--- src/rtl/alu_pkg.sv ---
// Shared definitions for the sequential ALU: opcodes, FSM state encoding, shift
// direction select and opcode-class helpers.
package alu_pkg;

  localparam logic [5:0] OP_ADD = 6'b100000;
  localparam logic [5:0] OP_SUB = 6'b100010;
  localparam logic [5:0] OP_AND = 6'b100100;
  localparam logic [5:0] OP_OR  = 6'b100101;
  localparam logic [5:0] OP_XOR = 6'b100110;
  localparam logic [5:0] OP_NOR = 6'b100111;
  localparam logic [5:0] OP_SRL = 6'b000010;
  localparam logic [5:0] OP_SRA = 6'b000011;
  localparam logic [5:0] OP_SLL = 6'b000000;

  typedef enum logic [1:0] {
    ST_IDLE  = 2'd0,
    ST_EXEC  = 2'd1,
    ST_SHIFT = 2'd2,
    ST_DONE  = 2'd3
  } state_t;

  typedef enum logic [1:0] {
    SK_SLL = 2'b00,
    SK_SRL = 2'b10,
    SK_SRA = 2'b11
  } shift_kind_t;

  function automatic logic is_shift(input logic [5:0] op);
    return (op == OP_SRL) || (op == OP_SRA) || (op == OP_SLL);
  endfunction

  function automatic shift_kind_t shift_kind(input logic [5:0] op);
    case (op)
      OP_SRL:  return SK_SRL;
      OP_SRA:  return SK_SRA;
      default: return SK_SLL;
    endcase
  endfunction

endpackage

--- src/rtl/alu_seq_if.sv ---
// Operand/result bundle of the sequential ALU, plus a read-only view of the FSM state.
interface alu_seq_if
  import alu_pkg::*;
#(
  parameter int NB_DATA     = 8,
  parameter int NB_CODE     = 6,
  parameter int NB_DATA_OUT = NB_DATA + 1
) ();

  // Both channels use plain valid/ready: a transfer happens on a rising clock
  // edge where valid and ready are both high; a source holds valid and its data
  // stable until that edge, and ready never depends combinationally on valid.
  logic                   i_valid;
  logic                   o_ready;
  logic [NB_DATA-1:0]     i_a;
  logic [NB_DATA-1:0]     i_b;
  logic [NB_CODE-1:0]     i_op;
  logic                   o_valid;
  logic                   i_ready;
  logic [NB_DATA_OUT-1:0] o_r;
  logic                   o_zero;
  logic                   o_neg;
  logic                   o_ovf;
  logic                   o_err;
  state_t                 dbg_state;

  modport slave (
    input  i_valid, i_a, i_b, i_op, i_ready,
    output o_ready, o_valid, o_r, o_zero, o_neg, o_ovf, o_err, dbg_state
  );

  modport master (
    output i_valid, i_a, i_b, i_op, i_ready,
    input  o_ready, o_valid, o_r, o_zero, o_neg, o_ovf, o_err, dbg_state
  );

endinterface

--- src/rtl/alu_shift_step.sv ---
// One-bit shift of an NB_DATA word: logical left, logical right or arithmetic right.
module alu_shift_step
  import alu_pkg::*;
#(
  parameter int NB_DATA = 8
) (
  input  logic [NB_DATA-1:0] din,
  input  shift_kind_t        kind,
  output logic [NB_DATA-1:0] dout
);

  always_comb begin
    dout = '0;
    case (kind)
      SK_SRL:  dout = {1'b0, din[NB_DATA-1:1]};
      SK_SRA:  dout = {din[NB_DATA-1], din[NB_DATA-1:1]};
      default: dout = {din[NB_DATA-2:0], 1'b0};
    endcase
  end

endmodule

--- src/rtl/alu_seq.sv ---
// Sequential handshaked ALU: single-cycle logic/arith ops, iterative 1 bit/cycle shifts.
// Define ALU_FLAGS_EN to build the zero/negative/overflow flag logic; otherwise flags read 0.
module alu_seq
  import alu_pkg::*;
#(
  parameter int NB_DATA     = 8,
  parameter int NB_CODE     = 6,
  parameter int NB_DATA_OUT = NB_DATA + 1
) (
  input  logic      i_clk,
  input  logic      i_rst_n,
  alu_seq_if.slave  bus
);

  localparam int CW  = $clog2(NB_DATA + 1);
  localparam int MSB = NB_DATA - 1;

  state_t                 state_q;
  logic                   ready_q;
  logic                   valid_q;
  logic [NB_DATA_OUT-1:0] r_q;
  logic                   err_q;
  logic [NB_DATA-1:0]     sh_q;
  logic [CW-1:0]          cnt_q;
  shift_kind_t            kind_q;

  logic [5:0]             op6;
  logic                   op_fits;
  logic [CW-1:0]          n_in;
  logic                   accept;
  logic                   go_shift;
  logic                   shifting;
  logic [NB_DATA-1:0]     step_out;
  logic [NB_DATA_OUT-1:0] alu_res;
  logic                   alu_err;
  logic [NB_DATA_OUT-1:0] fin_res;
  logic                   fin_err;
  logic                   load_fin;

  // Opcodes wider than 6 bits are legal only when the extra high bits are zero.
  assign op6      = 6'(bus.i_op);
  assign op_fits  = (NB_CODE'(op6) == bus.i_op);
  assign n_in     = (bus.i_b >= NB_DATA'(NB_DATA)) ? CW'(NB_DATA) : CW'(bus.i_b);
  assign accept   = (state_q == ST_IDLE) && bus.i_valid;
  assign go_shift = op_fits && is_shift(op6) && (n_in != '0);
  assign shifting = (state_q == ST_EXEC) || (state_q == ST_SHIFT);

  alu_shift_step #(.NB_DATA(NB_DATA)) u_step (
    .din  (sh_q),
    .kind (kind_q),
    .dout (step_out)
  );

  always_comb begin
    alu_res = '0;
    alu_err = 1'b0;
    if (!op_fits) begin
      alu_err = 1'b1;
    end else begin
      case (op6)
        OP_ADD:  alu_res = {1'b0, bus.i_a} + {1'b0, bus.i_b};
        OP_SUB:  alu_res = {1'b0, bus.i_a} - {1'b0, bus.i_b};
        OP_AND:  alu_res = {1'b0, bus.i_a & bus.i_b};
        OP_OR:   alu_res = {1'b0, bus.i_a | bus.i_b};
        OP_XOR:  alu_res = {1'b0, bus.i_a ^ bus.i_b};
        OP_NOR:  alu_res = {1'b0, ~(bus.i_a | bus.i_b)};
        OP_SRL, OP_SRA, OP_SLL: alu_res = {1'b0, bus.i_a};
        default: alu_err = 1'b1;
      endcase
    end
  end

  // The final result comes either straight from the inputs (accept) or from the last shift step.
  assign fin_res  = shifting ? {1'b0, step_out} : alu_res;
  assign fin_err  = shifting ? 1'b0 : alu_err;
  assign load_fin = (accept && !go_shift) || (shifting && (cnt_q == CW'(1)));

  always_ff @(posedge i_clk or negedge i_rst_n) begin
    if (!i_rst_n) begin
      state_q <= ST_IDLE;
      ready_q <= 1'b1;
      valid_q <= 1'b0;
      r_q     <= '0;
      err_q   <= 1'b0;
      sh_q    <= '0;
      cnt_q   <= '0;
      kind_q  <= SK_SLL;
    end else begin
      case (state_q)
        ST_IDLE: begin
          if (accept) begin
            ready_q <= 1'b0;
            if (go_shift) begin
              state_q <= ST_EXEC;
              sh_q    <= bus.i_a;
              cnt_q   <= n_in;
              kind_q  <= shift_kind(op6);
            end else begin
              state_q <= ST_DONE;
              valid_q <= 1'b1;
              r_q     <= fin_res;
              err_q   <= fin_err;
            end
          end
        end
        // EXEC is the first shift cycle; SHIFT carries on until the count runs out.
        ST_EXEC, ST_SHIFT: begin
          sh_q  <= step_out;
          cnt_q <= cnt_q - CW'(1);
          if (cnt_q == CW'(1)) begin
            state_q <= ST_DONE;
            valid_q <= 1'b1;
            r_q     <= fin_res;
            err_q   <= fin_err;
          end else begin
            state_q <= ST_SHIFT;
          end
        end
        ST_DONE: begin
          if (bus.i_ready) begin
            state_q <= ST_IDLE;
            valid_q <= 1'b0;
            ready_q <= 1'b1;
          end
        end
        default: state_q <= ST_IDLE;
      endcase
    end
  end

`ifdef ALU_FLAGS_EN
  logic zero_q;
  logic neg_q;
  logic ovf_q;
  logic ovf_nxt;

  // Signed overflow: operands agree in sign (ADD) or differ (SUB) and the result sign flips.
  always_comb begin
    ovf_nxt = 1'b0;
    if ((state_q == ST_IDLE) && op_fits) begin
      case (op6)
        OP_ADD: ovf_nxt = (bus.i_a[MSB] == bus.i_b[MSB]) && (alu_res[MSB] != bus.i_a[MSB]);
        OP_SUB: ovf_nxt = (bus.i_a[MSB] != bus.i_b[MSB]) && (alu_res[MSB] != bus.i_a[MSB]);
        default: ovf_nxt = 1'b0;
      endcase
    end
  end

  always_ff @(posedge i_clk or negedge i_rst_n) begin
    if (!i_rst_n) begin
      zero_q <= 1'b0;
      neg_q  <= 1'b0;
      ovf_q  <= 1'b0;
    end else if (load_fin) begin
      zero_q <= !fin_err && (fin_res[MSB:0] == '0);
      neg_q  <= !fin_err && fin_res[MSB];
      ovf_q  <= ovf_nxt;
    end
  end

  assign bus.o_zero = zero_q;
  assign bus.o_neg  = neg_q;
  assign bus.o_ovf  = ovf_q;
`else
  assign bus.o_zero = 1'b0;
  assign bus.o_neg  = 1'b0;
  assign bus.o_ovf  = 1'b0;
`endif

  assign bus.o_ready   = ready_q;
  assign bus.o_valid   = valid_q;
  assign bus.o_r       = r_q;
  assign bus.o_err     = err_q;
  assign bus.dbg_state = state_q;

endmodule

--- src/flat_wrapper.sv ---
// flat-port wrapper written by rule: the top's interface ports become plain ports
module alu_seq_flat import alu_pkg::*;
#(
  parameter int NB_DATA     = 8,
  parameter int NB_CODE     = 6,
  parameter int NB_DATA_OUT = NB_DATA + 1
)
  (i_clk, i_rst_n, bus_i_valid, bus_i_a, bus_i_b, bus_i_op, bus_i_ready, bus_o_ready, bus_o_valid, bus_o_r, bus_o_zero, bus_o_neg, bus_o_ovf, bus_o_err, bus_dbg_state);
  alu_seq_if #(.NB_DATA(NB_DATA), .NB_CODE(NB_CODE), .NB_DATA_OUT(NB_DATA_OUT)) bus_i ();
  input  logic i_clk;
  input  logic i_rst_n;
  input wire logic [$bits(bus_i.i_valid)-1:0] bus_i_valid;
  input wire logic [$bits(bus_i.i_a)-1:0] bus_i_a;
  input wire logic [$bits(bus_i.i_b)-1:0] bus_i_b;
  input wire logic [$bits(bus_i.i_op)-1:0] bus_i_op;
  input wire logic [$bits(bus_i.i_ready)-1:0] bus_i_ready;
  output wire logic [$bits(bus_i.o_ready)-1:0] bus_o_ready;
  output wire logic [$bits(bus_i.o_valid)-1:0] bus_o_valid;
  output wire logic [$bits(bus_i.o_r)-1:0] bus_o_r;
  output wire logic [$bits(bus_i.o_zero)-1:0] bus_o_zero;
  output wire logic [$bits(bus_i.o_neg)-1:0] bus_o_neg;
  output wire logic [$bits(bus_i.o_ovf)-1:0] bus_o_ovf;
  output wire logic [$bits(bus_i.o_err)-1:0] bus_o_err;
  output wire logic [$bits(bus_i.dbg_state)-1:0] bus_dbg_state;
  assign bus_i.i_valid = bus_i_valid;
  assign bus_i.i_a = bus_i_a;
  assign bus_i.i_b = bus_i_b;
  assign bus_i.i_op = bus_i_op;
  assign bus_i.i_ready = bus_i_ready;
  assign bus_o_ready = bus_i.o_ready;
  assign bus_o_valid = bus_i.o_valid;
  assign bus_o_r = bus_i.o_r;
  assign bus_o_zero = bus_i.o_zero;
  assign bus_o_neg = bus_i.o_neg;
  assign bus_o_ovf = bus_i.o_ovf;
  assign bus_o_err = bus_i.o_err;
  assign bus_dbg_state = bus_i.dbg_state;
  alu_seq #(.NB_DATA(NB_DATA), .NB_CODE(NB_CODE), .NB_DATA_OUT(NB_DATA_OUT)) u_core (.i_clk(i_clk), .i_rst_n(i_rst_n), .bus(bus_i));
endmodule
--- config.mk ---
export PLATFORM = sky130hd
export DESIGN_NAME = alu_seq_flat
export DESIGN_NICKNAME = d
export VERILOG_FILES = /design/src/rtl/alu_pkg.sv /design/src/rtl/alu_seq_if.sv /design/src/rtl/alu_shift_step.sv /design/src/rtl/alu_seq.sv /design/src/flat_wrapper.sv
export SDC_FILE = /design/constraint.sdc
export NUM_CORES = 1
export LEC_CHECK = 0
export ABC_CLOCK_PERIOD_IN_PS = 2400
export CAP_MARGIN = 25
export CORE_MARGIN = 4
export CORE_UTILIZATION = 50
export CTS_CLUSTER_DIAMETER = 40
export DETAILED_ROUTE_END_ITERATION = 8
export PLACE_DENSITY = 0.78
export SLEW_MARGIN = 40
export SYNTH_ARGS = -nofsm -noshare
export SYNTH_HDL_FRONTEND = slang
export SYNTH_HIERARCHICAL = 1
export SYNTH_SLANG_ARGS = --single-unit
--- constraint.sdc ---
create_clock -name i_clk -period 2.4 [get_ports i_clk]
set_input_delay 0.48 -clock i_clk [delete_from_list [all_inputs] [get_ports i_clk]]
set_output_delay 0.48 -clock i_clk [all_outputs]
set_load 0.02 [all_outputs]
==> impl_metrics.env <==
export IMPL_crit_path_top_delay_cell="or4b_4"
export IMPL_tritoncts="built"
export IMPL_worst_slack_ps=-388
export IMPL_cpMostUsedCell="buf_6"
export IMPL_grt_first_pass_wirelength_mm=14.0
export IMPL_synthToLayoutAreaGrowth_pct=44.5
export IMPL_crit_start="bus_i_op[3]"
export IMPL_p_switching_mw=1.79
export IMPL_arrival_ps=2970
export IMPL_syn_area_um2=2840
export IMPL_yosys_top_cells_count="a21oi_1, nor2_1, ha_1, inv_1, dfrtp_1"
export IMPL_rr_endpoint="u_core/bus.o_r[4]"
export IMPL_r2r_start="u_core/bus.dbg_state[1]"
export IMPL_wl_mm=8.88
export IMPL_critPathCapture="u_core/bus.o_r[7]"
export IMPL_hold_path_depth=2
export IMPL_h_tree_depth=1
export IMPL_seqPwrFrac=0.215
export IMPL_synth_ff_type="dfrtp_1"
export IMPL_yosysWarnings=6
export IMPL_via_count=3016
export IMPL_critPathMaxStageDelay_ps=550
export IMPL_setup_violations=8
export IMPL_slew_viol_final=0
export IMPL_hp_start="u_core/bus.o_valid"
export IMPL_hpwl_mm=6.62
export IMPL_powerDensity_nw_per_um2=988
export IMPL_cp_required_ps=2580
export IMPL_synthTopCellsByArea="dfrtp_1, ha_1, a21oi_1, mux2i_1, mux2_4"
export IMPL_avgRoutedWirePerCell_um=17.1
export IMPL_grt_max_degree=29
export IMPL_clkPwrFrac=0.095
export IMPL_async_flop_share=1.00
export IMPL_std_cell_rows=27
export IMPL_rsz0062_at_grt="yes"
export IMPL_power_leakage_nw=1.94
export IMPL_hold_viol_final=0
export IMPL_reg2reg_depth=8
export IMPL_path_class="in -> reg"
export IMPL_synth_edf_count=0
export IMPL_min_path_type="reg -> reg"
export IMPL_startpoint_type="input port"
export IMPL_fin_skew_ps=13.3
export IMPL_cp_cell_sequence="buf_6 -> or4b_4 -> nor3b_4 -> buf_4 -> buf_6 -> nor2_4 -> xnor2_2 -> ha_4 -> nand3b_1 -> a21oi_2 -> mux2_4 -> o21ai_2 -> a31oi_1"
export IMPL_grt_use_total=0.245
export IMPL_clk_pin_slew_worst_paths_ps=110
export IMPL_port_buffers=39
export IMPL_drc=0
export IMPL_grt_pass1_vias=3000
export IMPL_p_int_mw=2.26
export IMPL_insertion_delay_ps=290
export IMPL_fmax_mhz=359
export IMPL_nNetsFinal=504
export IMPL_syn_inst=338
export IMPL_n_antenna_cell=0
export IMPL_drive_above_1_share=0.318
export IMPL_seq_area_frac_synth=0.247
export IMPL_avgViaCountPerCell=5.82
export IMPL_chipHeight_um=83.4
export IMPL_critPathMaxFanout=4
export IMPL_synth_top_cell_by_area="dfrtp_1"
export IMPL_num_io_pins=43
export IMPL_fin_util=0.745
export IMPL_ant_nets=0
export IMPL_cts_buffers=3
export IMPL_synth_cell_type_count=61
export IMPL_total_power_mw=4.05
export IMPL_period_needed_ps=2790
export IMPL_r2r_slack_ps=70
export IMPL_clock_sinks=28
export IMPL_ys_seq_elements=28
export IMPL_antenna_found_initial=0
export IMPL_yosysMostFrequentCell="a21oi_1"
export IMPL_die_x_um=83.4
export IMPL_syn_area_per_cell_um2=8.40
export IMPL_peakVddDrop_mv=0.757
export IMPL_comb_power_share=0.690
export IMPL_drt_initial_drc_count=196
export IMPL_routabilityCongestion=0.896
export IMPL_hold_buffers=0
export IMPL_status="complete, but fails checks"
export IMPL_initial_core_util=0.516
export IMPL_clk_path_buf_depth=2
export IMPL_violations="setup timing"
export IMPL_fp_dieArea_um2=6950
export IMPL_grt_remaining_overflow=0
export IMPL_switching_share=0.441
export IMPL_end_kind="flip-flop"
export IMPL_maxCapViolCount=0
export IMPL_synth_top_area_frac=0.238
export IMPL_core_um2=5510
export IMPL_period_share=1.16
export IMPL_cts_root_buf="clkbuf_8"
export IMPL_first_pass_iters=4
## final cells by class
type,instances,area (µm²)
inverter,31,116
clock buffer,3,41.3
fill,401,1400
clock inverter,1,30.0
timing repair buffer,119,1010
sequential,28,702
multi-input combinational,264,2110
tap,72,90.1
## flip-flops by register name (all words and copies together) (netlist names)
name	flops
u_core/cnt_q	4
u_core/bus.o_valid	1
u_core/bus.o_ready	1
u_core/bus.dbg_state	2
u_core/bus.o_err	1
u_core/kind_q	2
u_core/bus.o_r	9
u_core/sh_q	8
## stage by stage
step / setup WS (ps) / hold WS [ps] / std cells / area, µm² / setup TNS (ps)
floorplan: -388 / 184 / 340 / 2880 / -2370
global placement: -860 / 483 / 504 / 3800 / -13970
detailed placement: -948 / 503 / 504 / 3800 / -14930
CTS: -318 / 529 / 514 / 3990 / -1970
global route: -502 / 566 / 518 / 4100 / -3150
finish: -388 / 525 / 518 / 4100 / -2510
## how the worst min path moves through the flow
stage | to | slack [ps]
finish | u_core/bus.o_valid | 530
floorplan | u_core/bus.dbg_state[0] | 180
global route | u_core/bus.o_r[2] | 570
detailed placement | u_core/bus.o_err | 500
CTS | u_core/bus.o_valid | 530
global placement | u_core/bus.o_err | 480
## routing by layer
metal / global-route usage / vias up / routed length, µm
met3: 0.0377 / 24 / 502
li1: - / 1420 / -
met5: 0 / - / 0
met1: 0.311 / 1461 / 3780
met4: 0.0654 / 0 / 281
met2: 0.432 / 111 / 4320
## cells by family (layout without fill, tap and decap cells)
logic type / Yosys count / after routing / share of synthesized area
multiplexers: 27 / 27 / 0.112
buffers and inverters: 48 / 154 / 0.0732
AND/OR/NAND/NOR: 103 / 103 / 0.190
other: 1 / 3 / 0.00132
XOR/XNOR: 9 / 9 / 0.0278
flip-flops: 28 / 28 / 0.247
adder cells (fa/ha/maj): 31 / 31 / 0.139
AO/OA/AOI/OAI: 91 / 91 / 0.209
## power by group through the flow
| stage | sequential, mW | clock [mW] | combinational, mW |
|---|---|---|---|
| 5_1_grt | 0.892 | 0.406 | 3.04 |
| 4_1_cts | 0.861 | 0.389 | 2.62 |
| 6_report | 0.870 | 0.386 | 2.80 |
| 3_3_place_gp | 0.859 | 0 | 2.48 |
| 2_1_floorplan | 0.957 | 0 | 1.63 |
| 3_5_place_dp | 0.870 | 0 | 2.55 |
## repair_timing
item                                    4_1_cts  5_1_grt
cloned                                        1        1
endpoints found under the setup margin       24       19
pin swaps                                    25       16
setup buffers                                 5        3
resized for setup                            50       20
## critical path, delay by kind of cell
kind / cells / cell delay (ps)
and+or+nand+nor: 4 / 990
AOI/OAI and AO/OA: 3 / 380
buffers and inverters: 3 / 350
adders and majority gates: 1 / 320
muxes: 1 / 320
xor gates and xnor gates: 1 / 140
## placed cells by master, fill, tap and decap left out, drive strengths merged, types with 2 or more instances in the layout
master | synthesis | layout
a211o | 4 | 4
a211oi | 4 | 4
a21o | 5 | 5
a21oi | 32 | 32
a31oi | 11 | 11
a32o | 2 | 2
a32oi | 2 | 2
and2 | 4 | 4
and3 | 6 | 6
buf | 7 | 84
clkbuf | 10 | 3
clkdlybuf4s50 | 0 | 27
conb | 1 | 3
dfrtp | 27 | 27
dlygate4sd2 | 0 | 7
ha | 30 | 30
inv | 30 | 30
mux2 | 14 | 14
mux2i | 13 | 13
nand2 | 17 | 17
nand2b | 7 | 7
nand3 | 5 | 5
nand3b | 2 | 2
nor2 | 31 | 31
nor2b | 4 | 4
nor3 | 12 | 12
nor3b | 2 | 2
o211ai | 3 | 3
o21ai | 13 | 13
o22ai | 2 | 2
o31a | 2 | 2
o31ai | 2 | 2
or3 | 5 | 5
or4 | 2 | 2
xnor2 | 9 | 9
Note: power is estimated with default switching activity, not from simulation.
